[config.mk]
export PLATFORM = sky130hd
export DESIGN_NAME = shift_out_6
export DESIGN_NICKNAME = d
export VERILOG_FILES = /design/src/rtl/shift_out_6_pkg.sv /design/src/rtl/shift_out_6_bit_counter.sv /design/src/rtl/shift_out_6.sv
export SDC_FILE = /design/constraint.sdc
export NUM_CORES = 1
export LEC_CHECK = 0
export CORE_AREA = 2 2 39 41
export DETAILED_ROUTE_END_ITERATION = 10
export DIE_AREA = 0 0 41 43
export GPL_TIMING_DRIVEN = 0
export PLACE_DENSITY = 0.67
export SYNTH_ARGS = -nofsm -noshare
export SYNTH_HDL_FRONTEND = slang
export SYNTH_SLANG_ARGS = --single-unit
[constraint.sdc]
create_clock -name clock -period 2.2 [get_ports clock]
set_input_delay 0.66 -clock clock [delete_from_list [all_inputs] [get_ports clock]]
set_output_delay 0.66 -clock clock [all_outputs]
set_load 0.005 [all_outputs]
[src/rtl/shift_out_6_pkg.sv]
// Shared definitions for the 6-bit left-shift serial transmitter and any
// future framed serial blocks that reuse bit_counter.
//   WIDTH_DEFAULT : default word length
//   CNT_W         : counter width for the default word length
//   state_t       : transmitter FSM states
package shift_out_6_pkg;

   localparam int WIDTH_DEFAULT = 6;
   localparam int CNT_W         = $clog2(WIDTH_DEFAULT);

   typedef enum logic {
      IDLE  = 1'b0,
      SHIFT = 1'b1
   } state_t;

endpackage

[src/rtl/shift_out_6_bit_counter.sv]
// bit_counter: loadable down-counter with synchronous active-high reset.
// It counts the remaining bits of a frame, minus one.
//   clock      : rising-edge clock
//   reset      : synchronous active-high reset, clears the count
//   load       : load load_value (has priority over dec)
//   load_value : value to load
//   dec        : decrement by one when not loading
//   zero       : count is zero
module bit_counter #(
   parameter int W = 3
) (
   input  logic         clock,
   input  logic         reset,
   input  logic         load,
   input  logic [W-1:0] load_value,
   input  logic         dec,
   output logic         zero
);

   logic [W-1:0] count_q;

   always_ff @(posedge clock) begin
      if (reset)
         count_q <= '0;
      else if (load)
         count_q <= load_value;
      else if (dec)
         count_q <= count_q - W'(1);
   end

   assign zero = (count_q == '0);

endmodule

[src/rtl/shift_out_6.sv]
// shift_out_6: parallel-in, serial-out transmitter. It accepts a word through
// a valid/ready handshake and shifts it out MSB first, one bit per clock.
// Back-to-back words are sent with no gap bit. The line idles low.
//   clock      : rising-edge clock
//   reset      : synchronous active-high reset (aborts any word in flight)
//   load_valid : producer has a word on data_in
//   data_in    : word to transmit, sampled only at handshake
//   load_ready : transmitter can accept a word this cycle
//   serial_out : line bit, MSB first
//   busy       : a word is on the line
//   done       : pulse during the last bit of a word
module shift_out_6
   import shift_out_6_pkg::*;
#(
   parameter int WIDTH = WIDTH_DEFAULT
) (
   input  logic             clock,
   input  logic             reset,
   input  logic             load_valid,
   input  logic [WIDTH-1:0] data_in,
   output logic             load_ready,
   output logic             serial_out,
   output logic             busy,
   output logic             done
);

   localparam int CW = (WIDTH > 1) ? $clog2(WIDTH) : 1;

   state_t           state_q;
   logic [WIDTH-1:0] shreg_q;
   logic             cnt_zero;
   logic             xfer;

   assign busy       = (state_q == SHIFT);
   assign done       = busy && cnt_zero;
   // Ready during the last bit lets the next word follow with no gap.
   assign load_ready = (state_q == IDLE) || done;
   assign xfer       = load_valid && load_ready;
   // shreg is cleared in IDLE, so the MSB already reads 0 there; the gate
   // keeps the idle-low line explicit.
   assign serial_out = busy && shreg_q[WIDTH-1];

   always_ff @(posedge clock) begin
      if (reset) begin
         state_q <= IDLE;
         shreg_q <= '0;
      end else if (xfer) begin
         state_q <= SHIFT;
         shreg_q <= data_in;
      end else if (state_q == SHIFT) begin
         if (!cnt_zero) begin
            shreg_q <= {shreg_q[WIDTH-2:0], 1'b0};
         end else begin
            state_q <= IDLE;
            shreg_q <= '0;
         end
      end
   end

   // A transfer in SHIFT only happens at count zero, so dec never
   // competes with load.
   bit_counter #(
      .W (CW)
   ) u_cnt (
      .clock      (clock),
      .reset      (reset),
      .load       (xfer),
      .load_value (CW'(WIDTH - 1)),
      .dec        (busy && !cnt_zero),
      .zero       (cnt_zero)
   );

endmodule

# [Word-level counts from Yosys, hierarchy flattened]
# Cells that the tools add are included.
[totals] out_inout_bits=4 wordCells=24 mem_bits_ro=0 ram_bits=0 mem_count=0 latchBits=0 reg_bits=10
[op_classes] reduce_logical=10 div=0 magnitude_cmp=0 shifts=0 bitwise_logic=1 mul=0 eq_ne=0 add_sub_neg=1 mux=8
[ops] cell="two-way mux 6 bit" n=3
[ops] cell="two-way mux 3 bit" n=2
[ops] cell="logical AND 1 bit" n=4
[ops] cell="nonzero test 2 bit" n=2
[ops] cell="zero test 3 bit" n=1
[ops] cell="two-way mux 1 bit" n=3
[ops] cell="subtractor 3 x 1 -> 3 bit, second input constant" n=1
[ops] cell="OR reduction 2 bit" n=1
[ops] cell="zero test 1 bit" n=1
[ops] cell="logical OR 1 bit" n=1
[ops] cell="inverter 1 bit" n=1

# [Depth between registers and ports, before layout]
[logic_depth] ltp_word=5 depth_mapped=6 mapped_depth_nobuf=5

# [Modules after synthesis]
# From an unflattened synthesis, not the netlist that was laid out.
[hier_totals] cells_unflattened=68 hier_area_um2=591.8
[modules_own_cells] mod="shift_out_6" cells_per_inst=47 area_each_um2=407.9 instances=1 seq_area_each_um2=140.1
[modules_own_cells] mod="bit_counter" cells_per_inst=21 area_each_um2=183.9 instances=1 seq_area_each_um2=60.1

# [Worst setup path before layout]
# OpenSTA, ideal clock, no wires.
[synth_path] path_type="reg2out" start="register u_cnt.count_q[0]" end="output load_ready" path_buffers=0 path_stages_with_launch=5 t_arrival_ps=806 slack_ps=734 path_cell_list="dfxtp_1 -> inv_1 -> ha_1 -> nand2b_2 -> nand2_2"
[synth_via] elab_chain_cells=3
[synth_rtl] element="start, declared" line="shift_out_6_bit_counter.sv:20" source="logic [W-1:0] count_q;"
[synth_rtl] element="start signal, assigned" line="shift_out_6_bit_counter.sv:26" source="count_q <= load_value;"
[synth_rtl] element="start signal, assigned" line="shift_out_6_bit_counter.sv:28" source="count_q <= count_q - W'(1);"
[synth_rtl] element="zero test 3 bit" line="shift_out_6_bit_counter.sv:31" source="assign zero = (count_q == '0);"
[synth_rtl] element="logical AND 1 bit" line="shift_out_6.sv:35" source="assign done = busy && cnt_zero;"
[synth_rtl] element="logical OR 1 bit" line="shift_out_6.sv:37" source="assign load_ready = (state_q == IDLE) || done;"
[synth_rtl] element="end, declared" line="shift_out_6.sv:21" source="output logic load_ready,"
# Every way passes these cells.

# [Final worst setup path]
[layout_path] start="register state_q (netlist: busy)" end="output serial_out"
[layout_via] elab_chain_cells=1
[layout_rtl] element="start, declared" line="shift_out_6.sv:29" source="state_t state_q;"
[layout_rtl] element="start signal, assigned" line="shift_out_6.sv:45" source="state_q <= IDLE;"
[layout_rtl] element="start signal, assigned" line="shift_out_6.sv:48" source="state_q <= SHIFT;"
[layout_rtl] element="start signal, assigned" line="shift_out_6.sv:54" source="state_q <= IDLE;"
[layout_rtl] element="logical AND 1 bit" line="shift_out_6.sv:41" source="assign serial_out = busy && shreg_q[WIDTH-1];"
[layout_rtl] element="end, declared" line="shift_out_6.sv:22" source="output logic serial_out,"
# Every way passes these cells.

==> flow_summary_export.csv <==
group,metric,value,unit
run_status,outcome,"finished, final reports clean",
clocking,clockRootBuffer,"clkbuf_4",
routing,dr.max_layer_used,"met4",
pwr,pwr-share-comb,25.2,%
sta,fmax,475.4,MHz
pwr,internal_power,0.0003569,W
die,dieArea,1763,um^2
pwr,power_switching_share,27.47,%
routing,drt_iter0_drc,5,
pwr,cellPowerDensity,673.4,nW/um^2
sta,period_minus_slack,2103,ps
place,io_buffers,11,
setup_path,cp-end-kind,"output port",
routing,routed_via_density,5.422,
synth,ys_seq_area_share,37.74,%
setup_path,cp_num_cells,3,
routing,first_pass_iters,3,
global_route,globalRouteOverflowTotal,0,
clocking,clock_sinks,10,
clocking,clockBufferDepth,2,
pwr,p_leak,0.2782,nW
setup_path,crit_fanout,10,
pwr,seqPwrFrac,42.0,%
place,hpwl,772.3,um
sta,max-slew-margin-rel,62.45,%
setup_path,path_delay_family,"buffers and inverters",
clocking,cts_buffers,3,
routing,antenna_left,0,
clocking,cts_tree,"built",
setup_path,ff2ff_path_depth,6,
sta,finalCritPeriodShare,95.61,%
synth,ys_types,23,
die,die_x,41,um
layout,drive_above_1_share,27.03,%
routing,vias,488,
setup_path,cp.arrival,1440,ps
setup_path,critical_path_buf_inv_count,2,
global_route,antenna_found_initial,0,
clocking,ctsHtreeMaxLevel,1,
die,start_util,38.34,%
clocking,clkTransAtPathRegs,70,ps
global_route,grt_pass1_wl,1.938,mm
synth,netlist_area,530.5,um^2
min_path,hold_path_class,"flip-flop to flip-flop",
global_route,grt_util_all_layers,16.01,%
pwr,ir_drop,0.3914,mV
min_path,whs_path_depth,2,
run,maxCapViolCount,0,
setup_path,cp_data_required_time,1540,ps
layout,final_cell_mix,"10 x dfxtp_1, 9 x a21oi_1, 9 x clkdlybuf4s50_1, 5 x nor3_1",
sta,finalMaxSlewViolations,0,
routing,met2_length,503,um
global_route,grt_max_degree,11,
layout,fin_area,730.7,um^2
setup_path,path_class,"flip-flop to output port",
routing,wl_met1,580,um
global_route,grt_pass1_vias,464,
die,io_pins,13,
routing,routedWlPerCell,12.91,um
layout,synthToLayoutAreaGrowth,37.74,%
setup_path,slowest_stage,"clkdlybuf4s50_1",
die,die_h,43,um
routing,route.detailed.drc,0,
sta,setup_viol,0,
clocking,postCtsSetupBuffers,0,
die,num_rows,14,
pwr,p_switching,0.0001352,W
clocking,ctsHoldBuffers,0,
clocking,clkLatencyLatePin,260,ps
synth,ys_warn_count,0,
place,routabilityCongestion,0.7417,
setup_path,worstPathCellList,"buf_6 -> and2_1 -> clkdlybuf4s50_1",
die,coreArea,1384,um^2
sta,hold_violations,0,
routing,wl_met3,59,um
sta,tns,0,ps
sta,tightest_slew,563.2,ps
sta,rsz0062_at_grt,"false",
synth,synth.net_count,70,
setup_path,start_kind,"flip-flop",
sta,clock_skew,1.559,ps
setup_path,max_stage_delay,490,ps
place,dpl-instance-area,660.6,um^2
layout,final_common_cell,"dfxtp_1",
synth,synthCells,59,
layout,antenna_cells,0,
synth,synth_area_per_cell,8.992,um^2
routing,routed_wl,1.162,mm
layout,nNetsFinal,86,
synth,ys_ff_latch,10,
pwr,clkPwrFrac,32.8,%
## routing by layer
| layer | global-route usage, % | up-vias |
|---|---|---|
| li1 | - | 251 |
| met1 | 21.75 | 224 |
| met2 | 23.13 | 11 |
| met3 | 3.141 | 2 |
| met4 | 8.000 | 0 |
| met5 | 0 | - |
## power by group through the flow
stage / Combinational [W] / Sequential (W) / Clock (W)
finish: 0.000124 / 0.000207 / 0.000161
global route: 0.000138 / 0.000209 / 0.000175
global placement: 0.000112 / 0.000209 / 0
CTS: 0.000124 / 0.000206 / 0.000166
floorplan: 0.0000755 / 0.000208 / 0
detailed placement: 0.000113 / 0.000210 / 0
## layout make-up
cell class | instances | area (um^2)
buffer | 4 | 27.53
fill | 136 | 653.1
multi-input combinational | 41 | 316.6
tap | 16 | 20.02
inverter | 4 | 15.01
sequential | 10 | 200.2
timing repair buffer | 11 | 115.1
clock buffer | 4 | 36.28
## logic make-up (layout without fill, tap and decap cells)
logic type      after synthesis  in the layout  share of synthesized area, %
compound gates               20             20                         29.01
buf+inv                       8             23                         6.839
flops                        10             10                         37.74
fa+ha+maj                     2              2                         4.716
simple gates                 19             19                         21.70
## state kept, by name, indices dropped and copies added (netlist names)
name and cells:
busy 1, shreg_q 6, u_cnt.count_q 3
## worst paths after layout
path	from	end	slack (ps)
worst max register to register	u_cnt.count_q[0]$_SDFFE_PP0P_	u_cnt.count_q[1]$_SDFFE_PP0P_	840
worst min-delay path	shreg_q[0]$_SDFFE_PP0P_	shreg_q[0]$_SDFFE_PP0P_	470
worst min register to register	shreg_q[0]$_SDFFE_PP0P_	shreg_q[0]$_SDFFE_PP0P_	470
worst max-delay path	busy$_SDFF_PP0_	serial_out	100
## worst reg2reg max path: stages, from the launching register on
cell and delay (ps):
dfxtp_1 320, inv_2 60, ha_4 170, nor2b_1 120, buf_4 170, or3_1 320
a21oi_1 120
## metrics by stage
| step | cells | total power, W | hold WS (ps) | utilization (%) | setup slack, ps |
|---|---|---|---|---|---|
| after CTS | 90 | 0.0004958 | 471.3 | 52.17 | 32.50 |
| after floorplan | 59 | 0.0002832 | 443.4 | - | 734.1 |
| after global routing | 90 | 0.0005219 | 490.0 | 52.80 | 18.23 |
| after detailed placement | 86 | 0.0003232 | 461.6 | 47.74 | 126.5 |
| after global placement | 86 | 0.0003215 | 453.5 | 47.74 | 150.0 |
| final | 90 | 0.0004921 | 468.6 | 52.80 | 96.60 |
## Yosys cell counts
cell / instances / area, um^2
a2111oi_2: 3 / 45.04
a211o_1: 1 / 8.760
a211oi_1: 2 / 15.01
a21oi_1: 9 / 45.04
a32oi_1: 2 / 17.52
and2_1: 1 / 6.260
buf_1: 1 / 3.750
buf_2: 2 / 10.01
buf_4: 1 / 7.510
dfxtp_1: 10 / 200.2
ha_1: 2 / 25.02
inv_1: 3 / 11.26
inv_2: 1 / 3.750
nand2_1: 2 / 7.510
nand2_2: 1 / 6.260
nand2b_2: 1 / 8.760
nor2_1: 3 / 11.26
nor2b_1: 1 / 6.260
nor3_1: 5 / 25.02
nor3_2: 3 / 30.03
o211ai_1: 3 / 22.52
or3_1: 1 / 6.260
or3_2: 1 / 7.510
## repair_timing
| action | CTS | global route |
|---|---|---|
| gates resized for setup | 7 | 3 |
| setup endpoints to repair | 2 | 3 |
| gates cloned | 0 | 0 |
| pin swaps | 2 | 0 |
Note: power is estimated with default switching activity, not from simulation.
